**src/rtl/decode_stage.sv**
```systemverilog
// MIPS32 instruction-decode stage: decode, operand read with write-back bypass,
// load-use hazard detection, branch flush and the halt/drain state machine.
package decode_stage_pkg;
  localparam int unsigned XLEN = 32;
  localparam int unsigned RW   = 5;

  localparam logic [5:0] OP_RTYPE = 6'b000000;
  localparam logic [5:0] OP_ADDI  = 6'b001000;
  localparam logic [5:0] OP_LW    = 6'b100011;
  localparam logic [5:0] OP_SW    = 6'b101011;
  localparam logic [5:0] OP_BEQ   = 6'b000100;
  localparam logic [5:0] OP_HLT   = 6'b111111;

  localparam logic [5:0] FN_ADD = 6'b100000;
  localparam logic [5:0] FN_SUB = 6'b100010;
  localparam logic [5:0] FN_AND = 6'b100100;
  localparam logic [5:0] FN_OR  = 6'b100101;
  localparam logic [5:0] FN_SLT = 6'b101010;

  typedef enum logic [2:0] {
    T_RR     = 3'd0,
    T_RM     = 3'd1,
    T_LOAD   = 3'd2,
    T_STORE  = 3'd3,
    T_BRANCH = 3'd4,
    T_HALT   = 3'd5
  } itype_e;

  typedef enum logic [2:0] {
    ALU_ADD = 3'd0,
    ALU_SUB = 3'd1,
    ALU_AND = 3'd2,
    ALU_OR  = 3'd3,
    ALU_SLT = 3'd4
  } alu_e;

  typedef struct packed {
    logic            valid;
    itype_e          itype;
    alu_e            alu_op;
    logic [XLEN-1:0] a;
    logic [XLEN-1:0] b;
    logic [XLEN-1:0] imm;
    logic [RW-1:0]   dest;
    logic [XLEN-1:0] npc;
  } id_ex_t;
endpackage

module decode_stage
  import decode_stage_pkg::*;
(
  input  logic            clk,
  input  logic            rst_n,
  input  logic            if_id_valid,
  input  logic [XLEN-1:0] if_id_ir,
  input  logic [XLEN-1:0] if_id_npc,
  input  logic            flush,
  output logic [RW-1:0]   src1,
  output logic [RW-1:0]   src2,
  input  logic [XLEN-1:0] rdData1,
  input  logic [XLEN-1:0] rdData2,
  input  logic            wb_wr_en,
  input  logic [RW-1:0]   wb_dest,
  input  logic [XLEN-1:0] wb_data,
  output logic            stall,
  output logic            id_ex_valid,
  output logic [2:0]      id_ex_type,
  output logic [2:0]      id_ex_alu_op,
  output logic [XLEN-1:0] id_ex_a,
  output logic [XLEN-1:0] id_ex_b,
  output logic [XLEN-1:0] id_ex_imm,
  output logic [RW-1:0]   id_ex_dest,
  output logic [XLEN-1:0] id_ex_npc,
  output logic            halted,
  output logic            illegal_op
);

  typedef enum logic [1:0] {
    S_RUN    = 2'd0,
    S_DRAIN  = 2'd1,
    S_HALTED = 2'd2
  } state_e;

  localparam logic [1:0] DRAIN_LAST = 2'd2;

  state_e     state_q, state_d;
  logic [1:0] cnt_q, cnt_d;
  id_ex_t     id_ex_q, id_ex_d;
  logic       halted_q, halted_d;
  logic       illegal_q, illegal_d;

  logic [5:0]    opcode, funct;
  logic [RW-1:0] rs, rt, rd;
  logic          dec_legal, uses_rt;
  itype_e        dec_type;
  alu_e          dec_alu;
  logic [RW-1:0] dec_dest;
  logic          hazard_c;
  id_ex_t        cap_c;

  assign opcode = if_id_ir[31:26];
  assign rs     = if_id_ir[25:21];
  assign rt     = if_id_ir[20:16];
  assign rd     = if_id_ir[15:11];
  assign funct  = if_id_ir[5:0];
  assign src1   = rs;
  assign src2   = rt;

  // r0 is hard-wired zero; otherwise a write landing this cycle wins over the file.
  function automatic logic [XLEN-1:0] read_operand(
    input logic [RW-1:0]   addr,
    input logic [XLEN-1:0] rf_data,
    input logic            wb_en,
    input logic [RW-1:0]   wb_addr,
    input logic [XLEN-1:0] wb_val
  );
    if (addr == '0)                       return '0;
    else if (wb_en && (wb_addr == addr))  return wb_val;
    else                                  return rf_data;
  endfunction

  // Opcode/funct decode.
  always_comb begin
    dec_legal = 1'b1;
    dec_type  = T_RR;
    dec_alu   = ALU_ADD;
    uses_rt   = 1'b0;
    case (opcode)
      OP_RTYPE: begin
        uses_rt = 1'b1;
        case (funct)
          FN_ADD:  dec_alu = ALU_ADD;
          FN_SUB:  dec_alu = ALU_SUB;
          FN_AND:  dec_alu = ALU_AND;
          FN_OR:   dec_alu = ALU_OR;
          FN_SLT:  dec_alu = ALU_SLT;
          default: dec_legal = 1'b0;
        endcase
      end
      OP_ADDI: dec_type = T_RM;
      OP_LW:   dec_type = T_LOAD;
      OP_SW: begin
        dec_type = T_STORE;
        uses_rt  = 1'b1;
      end
      OP_BEQ: begin
        dec_type = T_BRANCH;
        uses_rt  = 1'b1;
      end
      OP_HLT:  dec_type = T_HALT;
      default: dec_legal = 1'b0;
    endcase
  end

  always_comb begin
    dec_dest = '0;
    if (dec_type == T_RR)                             dec_dest = rd;
    else if ((dec_type == T_RM) || (dec_type == T_LOAD)) dec_dest = rt;
  end

  // A load in EX whose result is needed by the instruction in ID.
  always_comb begin
    hazard_c = 1'b0;
    if (if_id_valid && dec_legal && (dec_type != T_HALT) &&
        id_ex_q.valid && (id_ex_q.itype == T_LOAD) && (id_ex_q.dest != '0)) begin
      hazard_c = (id_ex_q.dest == rs) || (uses_rt && (id_ex_q.dest == rt));
    end
  end

  always_comb begin
    cap_c        = '0;
    cap_c.valid  = 1'b1;
    cap_c.itype  = dec_type;
    cap_c.alu_op = dec_alu;
    cap_c.a      = read_operand(rs, rdData1, wb_wr_en, wb_dest, wb_data);
    cap_c.b      = read_operand(rt, rdData2, wb_wr_en, wb_dest, wb_data);
    cap_c.imm    = {{16{if_id_ir[15]}}, if_id_ir[15:0]};
    cap_c.dest   = dec_dest;
    cap_c.npc    = if_id_npc;
  end

  // Next-state, ID/EX load and stall.
  always_comb begin
    state_d   = state_q;
    cnt_d     = cnt_q;
    id_ex_d   = '0;
    illegal_d = illegal_q;
    stall     = 1'b0;
    case (state_q)
      S_RUN: begin
        if (flush) begin
          stall = 1'b0;
        end else if (hazard_c) begin
          stall = 1'b1;
        end else if (if_id_valid) begin
          if (dec_legal) begin
            id_ex_d = cap_c;
            if (dec_type == T_HALT) begin
              state_d = S_DRAIN;
              cnt_d   = '0;
            end
          end else begin
            illegal_d = 1'b1;
          end
        end
      end
      S_DRAIN: begin
        stall = 1'b1;
        if (cnt_q == DRAIN_LAST) begin
          state_d = S_HALTED;
          cnt_d   = '0;
        end else begin
          cnt_d = cnt_q + 2'd1;
        end
      end
      S_HALTED: stall = 1'b1;
      default: begin
        state_d = S_RUN;
        cnt_d   = '0;
      end
    endcase
    if (!rst_n) stall = 1'b0;
    halted_d = (state_d == S_HALTED);
  end

  always_ff @(posedge clk or negedge rst_n) begin
    if (!rst_n) begin
      state_q   <= S_RUN;
      cnt_q     <= '0;
      id_ex_q   <= '0;
      halted_q  <= 1'b0;
      illegal_q <= 1'b0;
    end else begin
      state_q   <= state_d;
      cnt_q     <= cnt_d;
      id_ex_q   <= id_ex_d;
      halted_q  <= halted_d;
      illegal_q <= illegal_d;
    end
  end

  assign id_ex_valid  = id_ex_q.valid;
  assign id_ex_type   = id_ex_q.itype;
  assign id_ex_alu_op = id_ex_q.alu_op;
  assign id_ex_a      = id_ex_q.a;
  assign id_ex_b      = id_ex_q.b;
  assign id_ex_imm    = id_ex_q.imm;
  assign id_ex_dest   = id_ex_q.dest;
  assign id_ex_npc    = id_ex_q.npc;
  assign halted       = halted_q;
  assign illegal_op   = illegal_q;

endmodule

```
**config.mk**
```make
export PLATFORM = sky130hd
export DESIGN_NAME = decode_stage
export DESIGN_NICKNAME = d
export VERILOG_FILES = /design/src/rtl/decode_stage.sv
export SDC_FILE = /design/constraint.sdc
export NUM_CORES = 1
export LEC_CHECK = 0
export BUFFER_PORTS_ARGS = -buffer_cell sky130_fd_sc_hd__buf_2
export CAP_MARGIN = 40
export CORE_AREA = 5 5 121 123
export CTS_CLUSTER_SIZE = 24
export DETAILED_ROUTE_END_ITERATION = 12
export DIE_AREA = 0 0 126 128
export PLACE_DENSITY_LB_ADDON = 0.25
export SYNTH_ARGS = -nofsm -noshare
export SYNTH_HDL_FRONTEND = slang
export SYNTH_SLANG_ARGS = --single-unit
```
**constraint.sdc**
```tcl
create_clock -name clk -period 3.3 [get_ports clk]
set_clock_uncertainty 0.05 [all_clocks]
set_input_delay 0.165 -clock clk [delete_from_list [all_inputs] [get_ports clk]]
set_output_delay 0.165 -clock clk [all_outputs]
set_load 0.1 [all_outputs]
```
Word level (Yosys, flattened, before mapping)
Cells that the tools add are included.
{ "totals": {"regBits": 146, "output_inout_bits": 153, "elab_cells": 103} }
{ "classes": {"add_sub_neg": 1, "n_eq_ne": 28, "n_mux": 36, "bitwise_logic": 4, "n_reduce_logical": 22} }
{ "op_table": {"columns": ["cell", "n"], "rows": [
  ["$mux 140", 5],
  ["$mux 32", 4],
  ["$eq 6x6->1 const B", 8],
  ["$mux 2", 12],
  ["$eq 5x5->1", 4],
  ["$pmux 3 s5", 1],
  ["$pmux 2 s3", 2],
  ["$pmux 3 s4", 1],
  ["$logic_not 5->1", 2],
  ["$mux 5", 2],
  ["$ne 2x2->1 const B", 5],
  ["$reduce_or 5->1", 2],
  ["$logic_and 1x1->1", 8],
  ["$eq 2x2->1 const B", 3],
  ["$eq 3x2->1 const B", 2],
  ["$eq 6x3->1 const B", 1],
  ["$eq 6x4->1 const B", 1],
  ["$logic_not 6->1", 1],
  ["$mux 1", 6],
  ["$reduce_and 6->1", 1],
  ["$reduce_and 5->1", 1],
  ["$reduce_bool 5->1", 1],
  ["$not 1->1", 4],
  ["$pmux 1 s2", 2],
  ["11 further kinds", 12]
]} }

Depth between registers and ports, before layout
Gate-level depths: netlist (run 1).
{ "logic_depth": {"depth_word": 14, "mapped_depth": 8, "ltp_nobuf": 6} }

Worst setup path after synthesis (run 1)
Ideal clock, no wire load.
{ "synth_timing": {"path_type": "reg-to-output", "start": "register id_ex_q, in the netlist id_ex_dest[0]", "end": "output port stall", "arrival_time_ns": 3.593, "slack_ns": -0.508, "stages_incl_launch_ff": 6, "path_buffers": 0, "path_cell_list": "dfrtp_1 > xnor2_1 > nand4_1 > or4_1 > a2111o_1 > a21oi_1"} }
{ "synth_via": {"elab_chain_len": 8, "elab_cells_between_ends": 11, "cone_classes": "eq/ne: 2; mux: 5; reduce/logical: 4"} }
{ "synth_rtl": {"columns": ["item", "line", "source"], "rows": [
  ["start: declaration", "88", "id_ex_t id_ex_q, id_ex_d;"],
  ["start signal: assignment", "236", "id_ex_q <= id_ex_d;"],
  ["$eq 5x5->1", "166", "hazard_c = (id_ex_q.dest == rs) || (uses_rt && (id_ex_q.dest == rt));"],
  ["$logic_and 1x1->1", "166", null],
  ["$logic_or 1x1->1", "166", null],
  ["$mux 1 (*)", "164", "if (if_id_valid && dec_legal && (dec_type != T_HALT) &&"],
  ["$mux 1 (*)", "193", "end else if (hazard_c) begin"],
  ["$mux 1 (*)", "191", "if (flush) begin"],
  ["$pmux 1 s2 (*)", "189", "case (state_q)"],
  ["$mux 1 (*)", "222", "if (!rst_n) stall = 1'b0;"],
  ["end: declaration", "65", "output logic stall,"]
]} }
Mark *: on every way between the ends. The rest lies on a longest branch, timed or not.

Final worst setup path (run 1)
{ "layout_timing": {"start": "input port if_id_ir[29]", "end": "output port stall"} }
{ "layout_via": {"elab_chain_len": 13, "elab_cells_between_ends": 24, "cone_classes": "eq/ne: 6; mux: 8; reduce/logical: 10"} }
{ "layout_rtl": {"columns": ["item", "line", "source"], "rows": [
  ["start: declaration", "55", "input logic [XLEN-1:0] if_id_ir,"],
  ["$eq 6x6->1 (tied with other cells)", "128", "case (opcode)"],
  ["$reduce_or 5->1 (no source line)", null, null],
  ["$pmux 1 s2", "128", null],
  ["$logic_and 1x1->1 (3 in series)", "164", null],
  ["$logic_and 1x1->1 (2 in series)", "165", "id_ex_q.valid && (id_ex_q.itype == T_LOAD) && (id_ex_q.dest != '0)) begin"],
  ["$mux 1 (*)", "164", null],
  ["$mux 1 (*)", "193", null],
  ["$mux 1 (*)", "191", null],
  ["$pmux 1 s2 (*)", "189", null],
  ["$mux 1 (*)", "222", null]
]} }
Marks and branches as above.

==> impl_metrics.env, run 1 <==
export IMPL_postCtsSetupRepairBufs=0
export IMPL_fillers=1083
export IMPL_crit_fanout=6
export IMPL_die_y_um=128
export IMPL_initial_core_util_pct=43.6
export IMPL_routed_wl_um=19500
export IMPL_clock_sinks=130
export IMPL_fin_crit_ns=3.10
export IMPL_synth_xor_area_share_pct=3.11
export IMPL_antenna_found_initial=1
export IMPL_core_area_um2=13600
export IMPL_core_rowCount=43
export IMPL_swShare_pct=22.3
export IMPL_critical_path_arrival_ns=2.89
export IMPL_slew_viol_final=0
export IMPL_synthFlopType="dfrtp_1"
export IMPL_clock_power_share_pct=48.9
export IMPL_ioPinCount=323
export IMPL_synth_area_mux_share_pct=11.5
export IMPL_first_global_vias=5658
export IMPL_gp_congestion=0.934
export IMPL_cts_root_buffer="clkbuf_16"
export IMPL_start_kind="input port"
export IMPL_yosys_top_cells_area="dfrtp_1, mux2i_1, nor4_1"
export IMPL_synth_cells=497
export IMPL_die_area_um2=16100
export IMPL_setup_viol=0
export IMPL_first_pass_iters=4
export IMPL_synth_area_um2=5910
export IMPL_grt_usage_pct=23.9
export IMPL_yosys_area_top_type="dfrtp_1"
export IMPL_cts_inserted_buffers=17
export IMPL_grt_max_degree=131
export IMPL_cp_end_kind="output pin"
export IMPL_fin_nets=1010
export IMPL_grt_pass1_wl_um=30200
export IMPL_intPower_mw=3.00
export IMPL_vias=5358
export IMPL_seq_power_share_pct=41.3
export IMPL_switching_power_uw=861
export IMPL_rsz0062_at_grt="false"
export IMPL_power_frac_comb_pct=9.8
export IMPL_dp_hpwl_um=14300
export IMPL_setup_tns_ns=0
export IMPL_clkTransAtPathRegs_ns=0.06
export IMPL_area_growth_pct=46.0
export IMPL_ys_types=39
export IMPL_power_density_nw_per_um2=448
export IMPL_grt_remaining_overflow=0
export IMPL_vdd_drop_max_mv=0.256
export IMPL_synth_edf_count=0
export IMPL_cts_tree="built"
export IMPL_synthAdderAreaFrac_pct=1.06
export IMPL_synthSimpleGateAreaFrac_pct=18.9
export IMPL_wl_per_cell_um=19.0
export IMPL_first_iter_violations=224
export IMPL_outcome="complete, no violations"
export IMPL_leakage_nw=4.45
export IMPL_cp_required_ns=3.08
export IMPL_fmax_ghz=0.322
export IMPL_syn_nets=672
export IMPL_avgViaCountPerCell=5.21
export IMPL_worstSkewPairLatency_ns=0.41
export IMPL_power_mw=3.86
export IMPL_async_flop_share_pct=100
export IMPL_htree_levels=4
export IMPL_fp_dieW_um=126
export IMPL_cap_violations=0
export IMPL_hp_class="in2reg"
export IMPL_yosysTopAreaCellShare_pct=55.1
export IMPL_drtAntennaViolNets=0
export IMPL_ys_warn_count=0
export IMPL_syn_avg_cell_area_um2=11.9
export IMPL_maxSlewHeadroom_pct=53.7
export IMPL_portBuffers=322
export IMPL_tightest_slew_ns=0.694
export IMPL_ys_seq_elements=130
export IMPL_min_period_over_period_pct=94.0
export IMPL_clockBufferDepth=2
export IMPL_synth_compound_area_share_pct=2.65
export IMPL_synth_top_family_by_area="simple AND/OR/NAND/NOR gates"
export IMPL_drc=0
export IMPL_drive_gt1_share_pct=43.8
export IMPL_hold_viol_final=0
export IMPL_yosysSeqAreaShare_pct=55.1
export IMPL_crit_type="in2out"
## cells in the final DEF, fill, tap and decap left out, types with 4 or more instances in the layout
master	instances
a21oi_1	5
a22oi_1	5
and2_1	4
buf_2	320
buf_4	6
clkbuf_16	17
clkinv_2	6
dfrtp_1	130
dlygate4sd3_1	55
ha_1	5
inv_1	8
mux2i_1	67
nand2_1	9
nand2b_1	4
nand3_1	6
nor3_1	12
nor3b_1	47
nor4_1	69
or4_1	5
xnor2_1	8
xor2_1	13
## critical path, stage by stage
cell and delay, ns:
dlygate4sd3_1 0.53, buf_2 0.16, nor4_2 0.42, a21oi_1 0.09, or4_1 0.59, a2111o_1 0.46, a21oi_2 0.14, clkbuf_4 0.33
## routing by layer
layer	GRT usage (%)	routed length [um]
met3	7.75	1750
met2	41.4	9840
met4	9.84	546
met5	0	0
met1	27.3	7390
## timing repair
item / in CTS / in global routing
resized for setup: 0 / 2
hold buffers: 55 / 0
hold endpoints to repair: 183 / 0
setup endpoints to repair: 0 / 2
## metrics by stage
stage / cells / hold slack [ns] / setup WS (ns) / utilization (%) / instance area (um^2)
floorplan: 497 / -0.181 / 0.0995 / - / 5910
global placement: 939 / 0.321 / 0.682 / 54.7 / 7420
detailed placement: 941 / 0.328 / 0.635 / 55.1 / 7460
CTS: 1027 / 0.000213 / 0.116 / 63.6 / 8620
global route: 1028 / 0.00956 / 0.0692 / 63.6 / 8630
finish: 1028 / 0.0156 / 0.197 / 63.6 / 8630
## state kept, by name (all words and copies together), names as in the netlist
signal / count
illegal_op: 1
id_ex_type: 3
id_ex_valid: 1
id_ex_npc: 32
halted: 1
id_ex_dest: 5
state_q: 2
id_ex_imm: 16
id_ex_alu_op: 3
id_ex_b: 32
cnt_q: 2
id_ex_a: 32
## path summary, 6_finish.rpt
path	startpoint	end	slack, ns	cells past startpoint
setup / recovery	if_id_ir[29]	stall	0.20	8
hold / removal	rdData1[3]	id_ex_a[3]	0.02	3
setup reg to reg	id_ex_dest[0]	id_ex_alu_op[2]	0.60	7
hold reg to reg	illegal_op	illegal_op	0.41	1
max in group asynchronous	rst_n	id_ex_a[0]	2.29	3
min in group asynchronous	rst_n	id_ex_imm[6]	0.39	3
## logic make-up after synthesis
logic type / count (synthesis)
adders and majority gates: 5
xor gates and xnor gates: 21
DFF: 130
muxes: 68
AOI/OAI and AO/OA: 23
and+or+nand+nor: 175
buffers and inverters: 75
## cells in the mapped netlist (2+ instances only)
| library cell | count |
|---|---|
| nand2b_1 | 4 |
| nand4_1 | 2 |
| nor3b_1 | 47 |
| nor2b_1 | 3 |
| or4_1 | 5 |
| inv_1 | 8 |
| mux2i_1 | 67 |
| buf_6 | 7 |
| dfrtp_1 | 130 |
| a22oi_1 | 5 |
| and3_1 | 5 |
| nor4_1 | 69 |
| nor2_1 | 4 |
| a21oi_1 | 6 |
| buf_2 | 15 |
| nand2_1 | 10 |
| nor3_1 | 12 |
| xor2_1 | 13 |
| xnor2_1 | 8 |
| clkbuf_1 | 19 |
| nand3_1 | 6 |
| buf_4 | 26 |
| and2_1 | 4 |
| o21ai_0 | 3 |
| ha_1 | 5 |
## power groups by stage
stage / registers [mW] / logic, mW / clock network, mW
floorplan: 1.62 / 0.146 / 0
global placement: 1.62 / 0.319 / 0
detailed placement: 1.62 / 0.326 / 0
CTS: 1.60 / 0.377 / 1.93
global route: 1.59 / 0.408 / 2.00
finish: 1.60 / 0.377 / 1.89
## area by class of cell
class / instances / area, um^2 / area share, %
flip-flops and latches: 130 / 3250 / 37.7
repair buffers: 386 / 2280 / 26.5
multi-input cells: 292 / 2230 / 25.8
clock buffers: 20 / 467 / 5.41
well taps: 180 / 225 / 2.61
clock inverters: 11 / 135 / 1.57
inverters: 8 / 30.0 / 0.348
diodes: 1 / 2.50 / 0.0290
Power figures use the tool's default switching activity.
==> run 2: changes to the inputs <==
CTS_CLUSTER_SIZE = 25   (was 24)
RECOVER_POWER = 50   (was unset)
==> impl_metrics.env, run 2 (synthesis results as in run 1) <==
export IMPL_cp_slowest_cell="or4_1"
export IMPL_slowest_delay_ns=0.59
export IMPL_drive_gt1_share_pct=34.8
export IMPL_grt_max_degree=131
export IMPL_layout_common_cells="buf_2, dfrtp_1, clkbuf_1"
export IMPL_fin_crit_ns=3.10
export IMPL_hold_start="rdData2[7]"
export IMPL_setup_tns_ns=0
export IMPL_layout_commonest_cell="buf_2"
export IMPL_first_iter_violations=236
export IMPL_path_cells="dlygate4sd3_1 > buf_2 > nor4_2 > a21oi_1 > or4_1 > a2111o_1 > a21oi_2 > clkbuf_4"
export IMPL_slew_viol_final=131
export IMPL_grt_usage_pct=23.9
export IMPL_rsz0062_at_grt="false"
export IMPL_worstSkewPairLatency_ns=0.41
export IMPL_ioPinCount=323
export IMPL_hold_viol_final=0
export IMPL_cp_end_kind="output pin"
export IMPL_cp_required_ns=3.08
export IMPL_core_rowCount=43
export IMPL_r2r_cells=7
export IMPL_fp_dieW_um=126
export IMPL_cts_tree="built"
export IMPL_critical_path_arrival_ns=2.89
export IMPL_initial_core_util_pct=43.6
export IMPL_core_area_um2=13600
export IMPL_routed_wl_um=19600
export IMPL_setup_viol=0
export IMPL_die_area_um2=16100
export IMPL_cap_violations=1
export IMPL_gp_congestion=0.934
export IMPL_hold_ws_ns=0.0157
export IMPL_die_y_um=128
export IMPL_vias=5325
export IMPL_first_global_vias=5658
export IMPL_first_pass_iters=4
export IMPL_maxSlewHeadroom_pct=-16.7
export IMPL_vdd_drop_max_mv=0.258
export IMPL_worstSetupPathDepth=8
export IMPL_crit_buf_inv=3
export IMPL_dp_hpwl_um=14300
export IMPL_power_mw=3.86
export IMPL_outcome="complete, but fails checks"
export IMPL_avgViaCountPerCell=5.18
export IMPL_fmax_ghz=0.322
export IMPL_min_period_over_period_pct=94.0
export IMPL_dp_cells=941
export IMPL_tightest_slew_ns=1.75
export IMPL_leakage_nw=4.13
export IMPL_grt_remaining_overflow=0
export IMPL_worstSetupStartpoint="if_id_ir[29]"
export IMPL_hold_depth=3
export IMPL_regArea_um2=3250
export IMPL_hp_class="in2reg"
export IMPL_cts_inserted_buffers=17
export IMPL_crit_fanout=6
export IMPL_antenna_found_initial=1
export IMPL_start_kind="input port"
export IMPL_fin_nets=1010
export IMPL_fin_cells=1028
export IMPL_grt_pass1_wl_um=30200
export IMPL_clkTransAtPathRegs_ns=0.06
export IMPL_drc=0
export IMPL_fillers=1135
export IMPL_htree_levels=4
export IMPL_multi_input_area_um2=2230
export IMPL_worstReg2RegStart="id_ex_dest[0]"
export IMPL_clock_sinks=130
export IMPL_power_density_nw_per_um2=453
export IMPL_clockBufferDepth=2
export IMPL_wl_per_cell_um=19.1
export IMPL_portBuffers=322
export IMPL_cts_root_buffer="clkbuf_16"
export IMPL_critical_path_top_delay_family="buffers and inverters"
export IMPL_violations="max-capacitance violations, max-slew violations"
export IMPL_drtAntennaViolNets=0
export IMPL_crit_type="in2out"
export IMPL_area_growth_pct=44.2
[run 2: cell count changes in the layout (fill, tap and decap cells not counted)]
| cell | previous run | this run |
|---|---|---|
| buf_4 | 6 | 5 |
| clkbuf_1 | 0 | 76 |
| clkbuf_4 | 1 | 2 |
| buf_12 | 2 | 1 |
| buf_2 | 320 | 245 |
[run 2: power by group]
group	switching (mW)	internal [mW]
logic	0.204	0.168
clock network	0.657	1.23
registers	0	1.60
[run 2: cell type report]
| class | count | area share [%] |
|---|---|---|
| inverter | 8 | 0.353 |
| tap | 180 | 2.64 |
| multi-input combinational | 292 | 26.2 |
| clock buffer | 20 | 5.48 |
| antenna | 1 | 0.0294 |
| clock inverter | 11 | 1.59 |
| sequential | 130 | 38.2 |
| timing repair buffer | 386 | 25.5 |
[run 2: stage by stage]
| stage | setup WS [ns] | area, um^2 | utilization, % |
|---|---|---|---|
| 6_report | 0.198 | 8520 | 62.8 |
| 5_1_grt | 0.0692 | 8520 | 62.8 |
| 4_1_cts | 0.116 | 8620 | 63.6 |
| 3_5_place_dp | 0.635 | 7460 | 55.1 |
| 3_3_place_gp | 0.682 | 7420 | 54.7 |
| 2_1_floorplan | 0.0995 | 5910 | - |
[run 2: final timing paths]
check                      slack [ns]         endpoint
setup / recovery                 0.20            stall
hold / removal                   0.02       id_ex_b[7]
setup reg to reg                 0.60  id_ex_alu_op[2]
hold reg to reg                  0.42       illegal_op
max in group asynchronous        1.14       id_ex_b[0]
min in group asynchronous        0.96     id_ex_imm[0]
[run 2: what timing repair did]
| item | in CTS | in global routing |
|---|---|---|
| endpoints found under the setup margin | 0 | 2 |
| hold endpoints to repair | 183 | 0 |
| hold buffers | 55 | 0 |
| resized for setup | 0 | 2 |
| buffers inserted | 0 | 0 |
[run 2: worst min-delay path, stage by stage]
cell and delay (ns):
buf_2 0.09, mux2i_1 0.11, nor4_1 0.06
[run 2: routing by layer]
metal  vias to the layer above  global-route usage, %  part of all wire (%)
li1                       2463                      -                     -
met5                         -                      0                     0
met4                         0                   9.84                   2.8
met1                      2573                   27.3                    38
met3                        39                   7.75                   8.7
met2                       250                   41.4                    50
==> run 3: changes to the inputs <==
CORE_AREA = 5 5 122 124   (was 5 5 121 123)
CTS_BUF_LIST = sky130_fd_sc_hd__clkbuf_8   (was unset)
CTS_CLUSTER_DIAMETER = 150   (was unset)
DIE_AREA = 0 0 127 129   (was 0 0 126 128)
==> impl_metrics.env, run 3 (synthesis results as in run 1) <==
export IMPL_fmax_ghz=0.319
export IMPL_core_area_um2=13700
export IMPL_min_period_over_period_pct=94.9
export IMPL_dp_hpwl_um=14600
export IMPL_clock_sinks=130
export IMPL_fp_dieW_um=127
export IMPL_die_area_um2=16400
export IMPL_initial_core_util_pct=43.2
export IMPL_cts_root_buffer="clkbuf_8"
export IMPL_topRoutingLayerUsed="met4"
export IMPL_start_kind="input port"
export IMPL_clkTransAtPathRegs_ns=0.07
export IMPL_antenna_found_initial=1
export IMPL_drive_gt1_share_pct=31.5
export IMPL_clockBufferDepth=2
export IMPL_postCtsSetupRepairBufs=0
export IMPL_cp_required_ns=3.08
export IMPL_violations="max-capacitance violations, max-slew violations"
export IMPL_vdd_drop_max_mv=0.228
export IMPL_routed_wl_um=21900
export IMPL_cap_violations=1
export IMPL_drtAntennaViolNets=0
export IMPL_avgViaCountPerCell=5.30
export IMPL_rr_endpoint="id_ex_alu_op[2]"
export IMPL_fin_cells=1115
export IMPL_power_density_nw_per_um2=389
export IMPL_worstReg2RegStart="state_q[1]"
export IMPL_maxSlewHeadroom_pct=-4.69
export IMPL_r2r_slack_ns=0.67
export IMPL_hp_class="in2reg"
export IMPL_layout_commonest_cell="buf_2"
export IMPL_slew_viol_final=65
export IMPL_worstSkewPairLatency_ns=0.44
export IMPL_drc=0
export IMPL_cp_end_kind="output pin"
export IMPL_worstSetupStartpoint="if_id_ir[29]"
export IMPL_fin_nets=1096
export IMPL_setup_viol=0
export IMPL_outcome="complete, but fails checks"
export IMPL_rsz0062_at_grt="false"
export IMPL_htree_levels=4
export IMPL_cts_inserted_buffers=17
export IMPL_first_iter_violations=326
export IMPL_layout_common_cells="buf_2, dlygate4sd3_1, dfrtp_1"
export IMPL_r2r_cells=7
export IMPL_setup_tns_ns=0
export IMPL_wl_met1_um=8160
export IMPL_wl_met3_um=1960
export IMPL_die_y_um=129
export IMPL_first_global_vias=6187
export IMPL_ioPinCount=323
export IMPL_critical_path_arrival_ns=2.92
export IMPL_gp_congestion=0.934
export IMPL_first_pass_iters=5
export IMPL_leakage_nw=4.42
export IMPL_grt_max_degree=72
export IMPL_crit_end="stall"
export IMPL_cts_tree="built"
export IMPL_dp_cells=942
export IMPL_hold_viol_final=0
export IMPL_grt_pass1_wl_um=33100
export IMPL_vias=5904
export IMPL_tightest_slew_ns=1.57
export IMPL_grt_usage_pct=26.2
export IMPL_crit_fanout=6
export IMPL_core_rowCount=43
export IMPL_grt_remaining_overflow=0
export IMPL_portBuffers=322
export IMPL_crit_type="in2out"
export IMPL_area_growth_pct=55.5
export IMPL_hold_ws_ns=0.0335
export IMPL_fin_crit_ns=3.13
export IMPL_dr_wl_met2_um=10800
export IMPL_wl_per_cell_um=19.7
run 3: what timing repair did:
item / 4_1_cts / 5_1_grt
hold endpoints to repair: 170 / 3
gates resized for setup: 0 / 1
setup endpoints to repair: 0 / 1
hold buffers: 137 / 3
run 3: where the power goes:
part	internal [mW]	switching, mW	total (mW)
clock network	0.905	0.607	1.51
logic	0.238	0.230	0.467
registers	1.59	0	1.59
total	2.74	0.837	3.57
run 3: cell type report:
| cell class | instances | area [um^2] |
|---|---|---|
| Fill cell | 1025 | 4480 |
| Sequential cell | 130 | 3250 |
| Timing Repair Buffer | 472 | 3000 |
| Multi-Input combinational cell | 292 | 2230 |
| Clock buffer | 18 | 248 |
| Tap cell | 180 | 225 |
| Clock inverter | 14 | 195 |
| Inverter | 8 | 30.0 |
| Antenna cell | 1 | 2.50 |
run 3: per-stage QoR:
step | total power, mW | utilization (%) | setup WS (ns) | cell area, um^2
6_report | 3.57 | 67.2 | 0.168 | 9190
5_1_grt | 3.72 | 67.2 | 0.0715 | 9190
4_1_cts | 3.60 | 67.7 | 0.102 | 9250
3_5_place_dp | 1.95 | 54.4 | 0.645 | 7440
3_3_place_gp | 1.95 | 54.4 | 0.686 | 7440
2_1_floorplan | 1.77 | - | 0.0995 | 5910
run 3: how the worst min path moves through the flow:
stage | end | cells past startpoint | slack [ns] | start
after floorplan | cnt_q[0] | 0 | -0.18 | rst_n
after global placement | id_ex_npc[26] | 1 | -0.03 | rst_n
after detailed placement | id_ex_npc[26] | 1 | -0.03 | rst_n
after CTS | id_ex_a[12] | 3 | 0.001 | wb_data[12]
after global routing | id_ex_b[21] | 3 | 0.0002 | wb_data[21]
final | id_ex_b[12] | 3 | 0.03 | rdData2[12]
run 3: metal layers:
layer	vias up	GRT usage [%]
met1	2852	29.6
met5	-	0
li1	2636	-
met4	0	12.5
met2	344	45.0
met3	72	8.39
run 3: worst max-delay path: stages:
cell and delay [ns]:
dlygate4sd3_1 0.53, buf_2 0.17, nor4_2 0.45, a21oi_1 0.08, or4_1 0.59, a2111o_1 0.45, a21oi_2 0.14, clkbuf_4 0.34
